===== config.mk =====
export PLATFORM = sky130hd
export DESIGN_NAME = memory_access
export DESIGN_NICKNAME = d
export VERILOG_FILES = /design/src/rtl/memory_access.sv
export SDC_FILE = /design/constraint.sdc
export NUM_CORES = 1
export LEC_CHECK = 0
export ABC_AREA = 1
export CAP_MARGIN = 20
export CELL_PAD_IN_SITES_DETAIL_PLACEMENT = 0
export CELL_PAD_IN_SITES_GLOBAL_PLACEMENT = 2
export CORE_MARGIN = 1
export CORE_UTILIZATION = 23
export DETAILED_ROUTE_END_ITERATION = 10
export PLACE_DENSITY = 0.87
export SKIP_LAST_GASP = 1
export SYNTH_ARGS = -nofsm -noshare
export SYNTH_HDL_FRONTEND = slang
export SYNTH_SLANG_ARGS = --single-unit

===== constraint.sdc =====
create_clock -name clk -period 1.7 [get_ports clk]
set_input_delay 0.34 -clock clk [delete_from_list [all_inputs] [get_ports clk]]
set_output_delay 0.34 -clock clk [all_outputs]
set_load 0.05 [all_outputs]

===== src/rtl/memory_access.sv =====
// Memory access stage: passes ALU results through to writeback, and turns
// load/store ops into single word-aligned bus transactions with byte-lane
// strobes, stalling upstream until the bus acknowledges.
module memory_access #(
    parameter int XLEN = 32
) (
    input  logic            clk,
    input  logic            rst,
    input  logic            en,
    input  logic            en_mem,
    input  logic            en_wb,
    input  logic            mem_write,
    input  logic            mem_read_unsigned,
    input  logic [1:0]      mem_size,
    input  logic [4:0]      reg_write,
    input  logic            write_pc,
    input  logic [XLEN-1:0] addr,
    input  logic [XLEN-1:0] store_data,
    output logic            bus_req,
    output logic            bus_we,
    output logic [XLEN-1:0] bus_addr,
    output logic [XLEN-1:0] bus_wdata,
    output logic [3:0]      bus_wstrb,
    input  logic [XLEN-1:0] bus_rdata,
    input  logic            bus_ack,
    output logic [XLEN-1:0] result,
    output logic [4:0]      reg_write_out,
    output logic            en_wb_out,
    output logic            write_pc_out,
    output logic            misaligned,
    output logic            stall
);

    typedef enum logic [1:0] {
        IDLE,
        BUSY,
        DONE
    } state_t;

    state_t r_state;
    state_t w_next;

    logic            r_bus_req;
    logic            r_bus_we;
    logic [XLEN-1:0] r_bus_addr;
    logic [XLEN-1:0] r_bus_wdata;
    logic [3:0]      r_bus_wstrb;
    logic [XLEN-1:0] r_result;
    logic [4:0]      r_reg_write_out;
    logic            r_en_wb_out;
    logic            r_write_pc_out;
    logic            r_misaligned;

    logic [1:0]      r_lane;
    logic [1:0]      r_size;
    logic            r_unsigned;
    logic            r_store;
    logic            r_en_wb;
    logic [4:0]      r_rd;
    logic            r_wpc;

    logic            w_misaligned;
    logic            w_accept;
    logic            w_stall;
    logic [XLEN-1:0] w_wdata;
    logic [3:0]      w_wstrb;
    logic [7:0]      w_byte;
    logic [15:0]     w_half;
    logic [XLEN-1:0] w_load;

    // State register; reset always returns to IDLE, abandoning any access.
    always_ff @(posedge clk) begin
        if (!rst) r_state <= IDLE;
        else      r_state <= w_next;
    end

    // Next state, stall, alignment check, store lane formatting and load extraction.
    always_comb begin
        w_next       = r_state;
        w_misaligned = (mem_size == 2'b11) ||
                       ((mem_size == 2'b01) && addr[0]) ||
                       ((mem_size == 2'b10) && (addr[1:0] != 2'b00));
        w_accept     = en && en_mem && !w_misaligned;
        w_stall      = 1'b0;
        w_wdata      = store_data;
        w_wstrb      = 4'b0000;
        w_byte       = bus_rdata[{r_lane, 3'b000} +: 8];
        w_half       = r_lane[1] ? bus_rdata[31:16] : bus_rdata[15:0];
        w_load       = bus_rdata;

        case (r_state)
            IDLE: begin
                if (w_accept) begin
                    w_next  = BUSY;
                    w_stall = 1'b1;
                end
            end
            BUSY: begin
                w_stall = 1'b1;
                if (bus_ack) w_next = DONE;
            end
            DONE: w_next = IDLE;
            default: w_next = IDLE;
        endcase

        if (!rst) w_stall = 1'b0;

        case (mem_size)
            2'b00:   w_wdata = {4{store_data[7:0]}};
            2'b01:   w_wdata = {2{store_data[15:0]}};
            default: w_wdata = store_data;
        endcase

        if (mem_write) begin
            case (mem_size)
                2'b00:   w_wstrb = 4'b0001 << addr[1:0];
                2'b01:   w_wstrb = 4'b0011 << addr[1:0];
                default: w_wstrb = 4'b1111;
            endcase
        end

        case (r_size)
            2'b00:   w_load = r_unsigned ? {{(XLEN-8){1'b0}}, w_byte}
                                         : {{(XLEN-8){w_byte[7]}}, w_byte};
            2'b01:   w_load = r_unsigned ? {{(XLEN-16){1'b0}}, w_half}
                                         : {{(XLEN-16){w_half[15]}}, w_half};
            default: w_load = bus_rdata;
        endcase
        if (r_store) w_load = '0;
    end

    // Datapath registers: writeback pulses, captured op and bus outputs.
    always_ff @(posedge clk) begin
        if (!rst) begin
            r_bus_req       <= 1'b0;
            r_bus_we        <= 1'b0;
            r_bus_addr      <= '0;
            r_bus_wdata     <= '0;
            r_bus_wstrb     <= 4'b0000;
            r_result        <= '0;
            r_reg_write_out <= 5'd0;
            r_en_wb_out     <= 1'b0;
            r_write_pc_out  <= 1'b0;
            r_misaligned    <= 1'b0;
            r_lane          <= 2'b00;
            r_size          <= 2'b00;
            r_unsigned      <= 1'b0;
            r_store         <= 1'b0;
            r_en_wb         <= 1'b0;
            r_rd            <= 5'd0;
            r_wpc           <= 1'b0;
        end else begin
            case (r_state)
                IDLE: begin
                    r_en_wb_out  <= 1'b0;
                    r_misaligned <= 1'b0;
                    if (en) begin
                        if (!en_mem) begin
                            r_result        <= addr;
                            r_reg_write_out <= reg_write;
                            r_en_wb_out     <= en_wb;
                            r_write_pc_out  <= write_pc;
                        end else if (w_misaligned) begin
                            r_misaligned    <= 1'b1;
                            r_reg_write_out <= reg_write;
                            r_write_pc_out  <= write_pc;
                        end else begin
                            r_lane      <= addr[1:0];
                            r_size      <= mem_size;
                            r_unsigned  <= mem_read_unsigned;
                            r_store     <= mem_write;
                            r_en_wb     <= en_wb;
                            r_rd        <= reg_write;
                            r_wpc       <= write_pc;
                            r_bus_req   <= 1'b1;
                            r_bus_we    <= mem_write;
                            r_bus_addr  <= {addr[XLEN-1:2], 2'b00};
                            r_bus_wdata <= w_wdata;
                            r_bus_wstrb <= w_wstrb;
                        end
                    end
                end
                BUSY: begin
                    if (bus_ack) begin
                        r_bus_req       <= 1'b0;
                        r_result        <= w_load;
                        r_reg_write_out <= r_rd;
                        r_en_wb_out     <= r_en_wb;
                        r_write_pc_out  <= r_wpc;
                    end
                end
                DONE: begin
                    r_en_wb_out  <= 1'b0;
                    r_misaligned <= 1'b0;
                end
                default: r_en_wb_out <= 1'b0;
            endcase
        end
    end

    assign bus_req       = r_bus_req;
    assign bus_we        = r_bus_we;
    assign bus_addr      = r_bus_addr;
    assign bus_wdata     = r_bus_wdata;
    assign bus_wstrb     = r_bus_wstrb;
    assign result        = r_result;
    assign reg_write_out = r_reg_write_out;
    assign en_wb_out     = r_en_wb_out;
    assign write_pc_out  = r_write_pc_out;
    assign misaligned    = r_misaligned;
    assign stall         = w_stall;

endmodule

==> results of run 1 <==
## through the flow
step,cell area (sq um),total power (uW)
2_1_floorplan,5890,4540
3_3_place_gp,8400,5420
3_5_place_dp,8400,5420
4_1_cts,8990,8940
5_1_grt,9060,9300
6_report,9060,8830
## layout by cell type, fill, tap and decap left out, types with 3 or more instances in the layout
cell type	n
nand2_1	233
buf_4	151
nor2_1	124
a21oi_1	120
dfxtp_1	120
clkdlybuf4s50_1	106
o21ai_0	72
inv_1	52
nand3_1	26
clkbuf_16	19
o211ai_1	9
a21oi_2	9
buf_12	9
or2_2	8
inv_2	6
a22o_1	6
inv_6	6
nand2_2	5
clkinv_4	5
nor2_4	4
dlygate4sd2_1	4
nand2_4	3
o21ai_2	3
nor2_2	3
clkinvlp_4	3
## worst max-delay path, cell delays in order
cell and delay, ns:
clkdlybuf4s50_1 0.47, inv_2 0.05, nor2_4 0.10, nand4_1 0.17
a21oi_4 0.19, buf_12 0.15
## worst min path at each step
| stage | from | to | slack [ns] | cells past startpoint |
|---|---|---|---|---|
| after floorplan | r_state[0]$_SDFFE_PN0P_ | misaligned$_SDFFE_PN0P_ | 0.45 | 2 |
| after global placement | bus_wdata[6]$_SDFFE_PN0P_ | bus_wdata[6]$_SDFFE_PN0P_ | 0.45 | 2 |
| after detailed placement | bus_wdata[3]$_SDFFE_PN0P_ | bus_wdata[3]$_SDFFE_PN0P_ | 0.45 | 2 |
| after CTS | rst | result[0]$_SDFFE_PN0P_ | 0.41 | 4 |
| after global routing | rst | result[0]$_SDFFE_PN0P_ | 0.42 | 4 |
| final | rst | result[3]$_SDFFE_PN0P_ | 0.41 | 4 |
## cell type report
class                   count  area [sq um]
repair buffers            273          2470
well taps                 330           413
clock buffers              19           443
fillers                  2759         16000
clock inverters            13           110
flip-flops and latches    122          2440
inverters                  60           233
multi-input cells         635          2950
## logic make-up after synthesis
group | Yosys count | synth area share
and+or+nand+nor | 411 | 0.290
buffers and inverters | 117 | 0.0893
other | 1 | 0.000639
AOI/OAI and AO/OA | 222 | 0.204
DFF | 122 | 0.416
## state kept, by name (all words and copies together) (netlist names), 4 cells and up
| name | count |
|---|---|
| r_rd | 5 |
| bus_addr | 30 |
| reg_write_out | 5 |
| bus_wdata | 32 |
| bus_wstrb | 4 |
| result | 32 |
## timing repair
action                     CTS  global route
gates resized for setup      8             8
hold buffers                 0             0
pin swaps                    2             4
buffers inserted             4             2
cloned                       0             2
setup endpoints to repair    1            71
## power by group
part	switching, uW	internal, uW
Combinational	1400	815
Sequential	106	3050
Clock	1520	1940
Total	3030	5810
## layer usage
layer  vias up  part of all wire  track usage
li1       3274                 -            -
met1      2868              0.45        0.212
met2       164              0.48        0.272
met3        21             0.051       0.0403
met4         2             0.017       0.0570
met5         -           0.00058            0
==> run metrics, run 1 <==
Power Density=975 nW/um^2; placed cells=1414; # nets final=1221; Peak Freq=about 550 MHz; row count=58; post-synth top area share=0.416; largest area contributor in the synthesized netlist=dfxtp_1; Worst setup EP type=output pin; Syn Area/Cell=between 6 and 7 sq um; Worst VDD drop=0.503 mV; r2r setup slk=0.10 ns; type of origin of the critical path=primary input; die width=around 160 um; Syn Inst Count=873; fraction of layout cells with a size suffix above 1=0.217; Worst Skew=0.0108 ns; setup ws final=-0.114 ns; failing checks=negative setup slack; status=finished, violations left; CTS tree=built; drt total wl=22.2 mm; worst hold slack=0.414 ns; Crit Path Class=in -> out; drt wl/cell=roughly 15 um; Crit Path Max Fanout=2; worst skew pair latency=0.42 ns; via-per-instance ratio=4.36; synth top area cells=dfxtp_1, nand2_1, a21oi_1; CP Launch Point=en_mem; Final min period=1.81 ns; CP arrival=1.47 ns; CTS Buf Count=17; FF-to-FF path depth=10; Area Growth Syn to Fin=54.4%; Initial Util=0.234; warnings from Yosys=0; Post-synth top cells=nand2_1, nor2_1, dfxtp_1, a21oi_1, o21ai_0; # diodes=0; critical path capture point=stall; most common cell in the netlist=nand2_1; Sink Count=122; die area=between 20000 and 30000 sq um; H-Tree Depth=4; initial drt markers=391; clk buf depth=2; RSZ-0062 raised after global routing=yes; post-DP HPWL=15.6 mm; post-synthesis cell type count=30; endpoints failing setup=1; total track usage=0.166; mapped cell area=5870 sq um; post-synthesis register bit count=approximately 120; PortBufs=220; GRT overflow=0; Final ANT Viol Nets=0; Worst Tran Pin Value=~0.68 ns; initial antenna violation count=1; Fin Setup TNS=-0.114 ns; DRC=0; first-pass GRT wire length=33.8 mm; GPL Wtd Cong=0.792; endpoints failing hold=0; ys async rst share=0; DRT Pass-1 Iters=4; Leakage Power=0.00408 uW; ys flop type=dfxtp_1; worst setup slack after placement=-0.326 ns; Worst Path Required=1.36 ns; Reg-to-Reg Start=r_state[1]$_SDFFE_PN0P_; pin count of the biggest net entering global routing=between 60 and 70; Seq/Total Area, Yosys=0.416; FF-to-FF End=r_unsigned$_SDFFE_PN0P_; clock slew at reported path FFs=approximately 0.060 ns; die height=between 150 and 200 um; Core Footprint=25100 sq um; period utilisation layout=1.07; Post-synth EDFFs=0; IO Pins=around 220; Max Cap Violations=0; Final Core Density=0.361; number of global-route vias before repair=6094; Non-Filler Instances=1452; Max-slew headroom=0.548; Final Max Tran Viols=0; root buffer cell=clkbuf_16; Hold Path Class=in -> reg; vias=~6300
Power figures use the tool's default switching activity.
==> run 2: changes to the inputs <==
--- a/config.mk
+++ b/config.mk
@@ -17,3 +17,4 @@
 export SYNTH_ARGS = -nofsm -noshare
 export SYNTH_HDL_FRONTEND = slang
 export SYNTH_SLANG_ARGS = --single-unit
+export TNS_END_PERCENT = 1
==> run metrics, run 2 (synthesis gave the netlist of run 1 again) <==
status=finished, violations left; failing checks=negative setup slack; die height=162 um; Peak Freq=542 MHz; Worst Skew=0.00835 ns; Worst VDD drop=between 0.5 and 0.6 mV; fillcell total=2762; clock slew at reported path FFs=0.06 ns; row count=58; RSZ-0062 raised after global routing=yes; # nets final=1219; placed instance area=8400 sq um; Crit Path Max Fanout=2; H-Tree Depth=4; post-route cell area=between 8000 and 9000 sq um; initial drt markers=385; PortBufs=220; via-per-instance ratio=4.34; GPL Wtd Cong=roughly 0.79; Initial Util=0.234; metal2 WL=a little over 10 mm; CP peak stage delay=0.45 ns; CTS Buf Count=17; endpoints failing setup=40; Worst setup EP type=output pin; Buf+Inv Stages, Crit Path=3; pin count of the biggest net entering global routing=69; Power Density=~1000 nW/um^2; drt total wl=between 20 and 25 mm; Final min period=1.85 ns; Worst Tran Pin Value=0.673 ns; Top delay family on crit path=buffers and inverters; drt wl/cell=14.8 um; Sink Count=122; most frequent cells in the layout=nand2_1, buf_4, nor2_1; first-pass GRT wire length=33.8 mm; vias=6300; Area Growth Syn to Fin=53.1%; period utilisation layout=1.09; Top Metal Used=met5; Final Max Tran Viols=0; Core Footprint=25100 sq um; IO Pins=around 220; CP arrival=1.51 ns; DRC=0; GRT overflow=0; metal3 WL=1.14 mm; die width=162 um; total track usage=0.166; crit-path cells=clkdlybuf4s50_1, inv_1, nor2_4, nand4_1, a21oi_4, buf_12; type of origin of the critical path=primary input; # diodes=0; root buffer cell=clkbuf_16; Fin Setup TNS=-1.62 ns; clk buf depth=2; Final ANT Viol Nets=0; Max-slew headroom=0.549; setup ws final=-0.145 ns; most common cell after layout, fill and taps aside=nand2_1; worst hold slack=0.412 ns; Crit Path Class=in -> out; endpoints failing hold=0; Hold Path Class=in -> reg; CP max-delay cell=clkdlybuf4s50_1; wl on met1=around 9.8 mm; fraction of layout cells with a size suffix above 1=0.213; CTS tree=built; die area=26200 sq um; worst skew pair latency=0.42 ns; number of global-route vias before repair=6094; initial antenna violation count=1; Leakage Power=0.00406 uW; post-DP HPWL=15.6 mm; DRT Pass-1 Iters=4; Worst Path Required=1.36 ns; Max Cap Violations=0
-- run 2: changes by cell type in the layout (fill, tap and decap cells not counted) --
cell	delta
nor2_4	-1
inv_4	-1
inv_1	+1
buf_8	-1
o21ai_2	-1
clkbuf_16	-2
o21ai_0	+1
nor2_1	+1
buf_4	+1
-- run 2: path summary, 6_finish.rpt --
kind | start | endpoint | slack, ns | cells after the start
setup / recovery | en_mem | stall | -0.15 | 6
hold / removal | rst | result[3]$_SDFFE_PN0P_ | 0.41 | 4
setup reg to reg | r_state[0]$_SDFFE_PN0P_ | r_unsigned$_SDFFE_PN0P_ | -0.12 | 11
hold reg to reg | bus_wdata[2]$_SDFFE_PN0P_ | bus_wdata[2]$_SDFFE_PN0P_ | 0.47 | 2
-- run 2: cell type report --
| class | instances | area [sq um] | area share |
|---|---|---|---|
| well taps | 330 | 413 | 0.0459 |
| multi-input cells | 635 | 2930 | 0.326 |
| inverters | 60 | 230 | 0.0256 |
| clock inverters | 13 | 110 | 0.0122 |
| clock buffers | 19 | 443 | 0.0493 |
| flip-flops and latches | 122 | 2440 | 0.272 |
| repair buffers | 271 | 2420 | 0.269 |
-- run 2: power breakdown --
part | switching [uW] | internal [uW] | total, uW
logic | 1390 | 802 | 2190
registers | 105 | 3050 | 3160
clock network | 1520 | 1940 | 3460
total | 3010 | 5800 | 8810
-- run 2: worst min-delay path, cell delays in order --
cell and delay, ns:
buf_4 0.13, buf_12 0.18, nand2_1 0.09, a21oi_1 0.03
-- run 2: metrics by stage --
step,util,setup slack (ns),total power [uW],cells
after global placement,0.335,-0.335,5420,1414
after detailed placement,0.335,-0.326,5420,1414
after floorplan,-,0.0179,4540,874
after global routing,0.358,-0.235,9270,1450
after CTS,0.358,-0.144,8940,1450
final,0.358,-0.145,8810,1450
-- run 2: timing repair --
item                                    in CTS  in global routing
hold endpoints to repair                     0                  0
gates resized for setup                      8                  0
buffers inserted                             4                  0
hold buffers                                 0                  0
endpoints found under the setup margin       1                 71
pin swaps                                    2                  0
-- run 2: layer usage --
layer	GRT usage	vias to the layer above
met4	0.0570	2
met2	0.272	151
li1	-	3270
met1	0.212	2856
met3	0.0403	21
met5	0	-
